===== src/rtl/data_mem_pkg.sv =====
// Shared constants and types for the byte-wide scratch data memory.
// Define DATA_MEM_CLEAR_ON_RESET_EN to have reset clear the whole array.
package data_mem_pkg;

    localparam int DM_W     = 8;
    localparam int DM_A     = 8;
    localparam int DM_DEPTH = 2 ** DM_A;

    typedef logic [DM_W-1:0] dm_word_t;
    typedef logic [DM_A-1:0] dm_addr_t;

endpackage


===== src/rtl/data_memory.sv =====
// Single-port scratch data memory: combinational read, synchronous write.
// Optional DATA_MEM_CLEAR_ON_RESET_EN: asynchronous clear of mem_core on reset.
module data_memory
    import data_mem_pkg::*;
#(
    parameter int W = DM_W,
    parameter int A = DM_A
) (
    input  logic         clk,
    input  logic         reset,
    input  logic [A-1:0] DataAddress,
    input  logic         ReadMem,
    input  logic         WriteMem,
    input  logic [W-1:0] DataIn,
    output logic [W-1:0] DataOut
);

    localparam int DEPTH = 2 ** A;

    // Name and shape are fixed: benches reach this array hierarchically.
    logic [W-1:0] mem_core [0:DEPTH-1];

    logic wr_en;

    always_comb begin
        wr_en = reset & WriteMem;
    end

`ifdef DATA_MEM_CLEAR_ON_RESET_EN
    always_ff @(posedge clk or negedge reset) begin
        if (!reset) begin
            for (int i = 0; i < DEPTH; i++) begin
                mem_core[i] <= '0;
            end
        end else if (wr_en) begin
            mem_core[DataAddress] <= DataIn;
        end
    end
`else
    // Contents survive reset so bench preloads are kept across a reset pulse.
    always_ff @(posedge clk) begin
        if (wr_en) begin
            mem_core[DataAddress] <= DataIn;
        end
    end
`endif

    always_comb begin
        DataOut = '0;
        if (reset && ReadMem) begin
            DataOut = mem_core[DataAddress];
        end
    end

endmodule


===== config.mk =====
export PLATFORM = sky130hd
export DESIGN_NAME = data_memory
export DESIGN_NICKNAME = d
export VERILOG_FILES = /design/src/rtl/data_mem_pkg.sv /design/src/rtl/data_memory.sv
export SDC_FILE = /design/constraint.sdc
export NUM_CORES = 2
export LEC_CHECK = 0
export ABC_AREA = 1
export CELL_PAD_IN_SITES_DETAIL_PLACEMENT = 1
export CELL_PAD_IN_SITES_GLOBAL_PLACEMENT = 1
export CORE_ASPECT_RATIO = 1.4
export CORE_MARGIN = 8
export CORE_UTILIZATION = 55
export DETAILED_ROUTE_END_ITERATION = 7
export GPL_TIMING_DRIVEN = 1
export MAX_ROUTING_LAYER = met4
export PLACE_DENSITY_LB_ADDON = 0.08
export SYNTH_ARGS = -nofsm -noshare
export SYNTH_HDL_FRONTEND = slang
export SYNTH_SLANG_ARGS = --single-unit

===== constraint.sdc =====
create_clock -name clk -period 3.57 [get_ports clk]
set_clock_uncertainty 0.05 [all_clocks]
set_input_delay 0.5355 -clock clk [delete_from_list [all_inputs] [get_ports clk]]
set_output_delay 0.5355 -clock clk [all_outputs]
set_load 0.01 [all_outputs]

==> results.toml <==
[run_status]
status = "finished, violations left"
violations = "setup timing"

[critical_path]
critPathKind = "input pin to output pin"
crit_required_ps = 2980
cp_max_fo = 34
end_kind = "output pin"
crit_arrival_ps = 3060
crit_path_start_kind = "input pin"

[place]
dpl.hpwl_um = 186600
place.gp.congestion = 0.9044
io_buffers = 27
placed_cells = 10530
post-place-ws_ps = -878.2

[hold_path]
hold_end = "mem_core[176][0]$_DFFE_PP_"
hold_path.startpoint = "DataIn[0]"
hp-class = "input pin to flip-flop"
holdPathStages = 1

[global_routing]
grt_usage_pct = 36.56
first_global_vias = 69230
grt_pass1_wl_um = 442100
grt_start_max_net_pins = 96
antenna_found_initial = 12
gr-total-overflow = 0

[finish]
layout_commonest_cell = "nand2_1"
final_cells = 10920
final.fill_count = 16100
register_area_mm2 = 0.06150
max_flop_register = "mem_core"
fin_nets = 8712
largest_register_ff_count = 2048
drive_gt1_share_pct = 13.81
final_cell_mix = "nand2_1 (4,542), edfxtp_1 (2,048), buf_4 (563)"
syn2layout_area_growth_pct = 18.20
multiInputGateArea_mm2 = 0.02262
largest_registers = "mem_core: 2048 flops"
fin_util_pct = 65.29

[yosys]
netlist.area_leader.share_pct = 71.87
syn_nets = 8199
syn_inst = 8179
ys_seq_area_share_pct = 71.87
synthXorXnorAreaFrac_pct = 0
yosys.area_share.adder_pct = 0
synth_seq_cells = 2048
synth_area_leaders = "edfxtp_1 (72%), nand2_1 (20%), nor2_1 (2.6%)"
synth_top_family_by_area = "simple AND/OR/NAND/NOR gates"
ys_warn_count = 0
synth-simple-area-share_pct = 25.61
ys_types = 15
synth.avg_cell_area_um2 = 10.46
muxShareOfSynthArea_pct = 0
synth-compound-area-share_pct = 0
syn_area_mm2 = 0.08557
synth_top_area_cell = "edfxtp_1"

[timing]
fin_setup_tns_ps = -253.9
fin_crit_ps = 3649
slew_headroom_pct = 20.98
hold_viol_final = 0
postLayoutSetupSlackWorst_ps = -79.22
rsz0062_at_grt = "yes"
setup_violations = 6
maxSlewViolCount = 0
finalCritPeriodShare_pct = 102.2
fmax_mhz = 274.0
hold-worst-slack_ps = 63.23
worst_slew_pin_slew_ps = 1181

[clock_tree]
cts_sinks = 2048
htree_levels = 4
cts_buffer_depth = 3
cts.clk_slew.worst_paths_ps = 60
cts_tree = "yes"
cts_made_buffers = 190
clockRootBuffer = "clkbuf_16"

[pwr]
power.share.sequential_pct = 52.1
ir_drop_mv = 0.4680
combinationalPowerShare_pct = 8.2
swShare_pct = 23.59
switchingPower_mw = 11.98
leakage_nw = 41.04
pwr_density_cell_mw_per_mm2 = 502.0
clkPwrFrac_pct = 39.7
power.internal_mw = 38.80

[routing]
ant_nets = 0
wl_um = 302900
drc = 0
routedWlPerCell_um = 27.73
num_vias = 64760
initialDrtViolationCount = 6795
routed_via_density = 5.929
dr.pass1.iters = 5

[die]
core_mm2 = 0.1549
fp.dieH_um = 482.7
start_util_pct = 55.24
io_pins = 28
rows = 171
die_width_um = 349.4
die-area_mm2 = 0.1686

[job]
cap_viol_max_count = 0
[layer usage]
layer	up-vias	GRT usage (%)	share of wire, %
met5	-	-	0
met1	32580	41.47	35
li1	27960	-	-
met3	1034	6.334	8.3
met4	0	21.64	7.1
met2	3188	61.07	50
[through the flow]
step                      power [mW]  area, um^2
final                          50.77      101100
after global placement         30.52       93110
after CTS                      50.70      100900
after floorplan                28.63       85570
after detailed placement       30.64       93110
after global routing           51.77      101100
[cell usage after synthesis]
cell type / instances
nand2_1: 4631
edfxtp_1: 2048
nor2_1: 599
nand3_1: 376
buf_2: 289
clkbuf_1: 114
nand4_1: 56
buf_1: 38
inv_1: 10
buf_4: 7
nor3_2: 4
buf_6: 3
clkinv_1: 2
inv_2: 1
nor2_4: 1
[power groups by stage]
stage | registers, mW | clock network (mW) | logic [mW]
finish | 26.5 | 20.1 | 4.15
global route | 26.5 | 20.9 | 4.36
CTS | 26.5 | 20.2 | 4.03
detailed placement | 27.0 | 0 | 3.65
global placement | 27.0 | 0 | 3.53
floorplan | 27.0 | 0 | 1.63
[final cells by class]
cell class | count | area share (%)
clock inverter | 114 | 0.9130
sequential | 2048 | 60.80
multi-input combinational | 5667 | 22.36
inverter | 13 | 0.08659
timing repair buffer | 772 | 8.267
tap | 2076 | 2.568
clock buffer | 226 | 4.982
antenna | 7 | 0.01732
[critical path, stage by stage]
cell and delay, ps:
buf_16 170, inv_16 90, buf_12 170, buf_16 180
buf_4 170, nand2_1 60, nand2_1 80, nand2_1 80
nand3_2 90, nand2_1 100, nand2_2 80, nor2_2 150
nor2_1 70, nor2_2 180, nand2_2 130, nand2_2 110
nand2_4 90, nor2_4 160, buf_4 120, nor2_1 30
buf_2 150
[cells by family after synthesis]
group,count (synthesis)
AND/OR/NAND/NOR,5667
buffers and inverters,464
flip-flops,2048
[worst max path at each step]
stage,start,to,slack [ps],cells after the start
finish,DataAddress[0],DataOut[2],-80,21
global route,DataAddress[0],DataOut[0],-140,22
CTS,mem_core[194][2]$_DFFE_PP_,DataOut[2],-3,16
detailed placement,DataAddress[0],DataOut[2],-880,21
global placement,DataAddress[0],DataOut[2],-810,21
floorplan,DataAddress[0],mem_core[114][0]$_DFFE_PP_,1070,8
[timing repair]
item | CTS | global route
cloned | 22 | 3
resized for setup | 303 | 47
hold buffers | 0 | 0
setup endpoints to repair | 8 | 8
pin swaps | 57 | 15
setup buffers | 22 | 2
(Power assumes the default switching activity.)
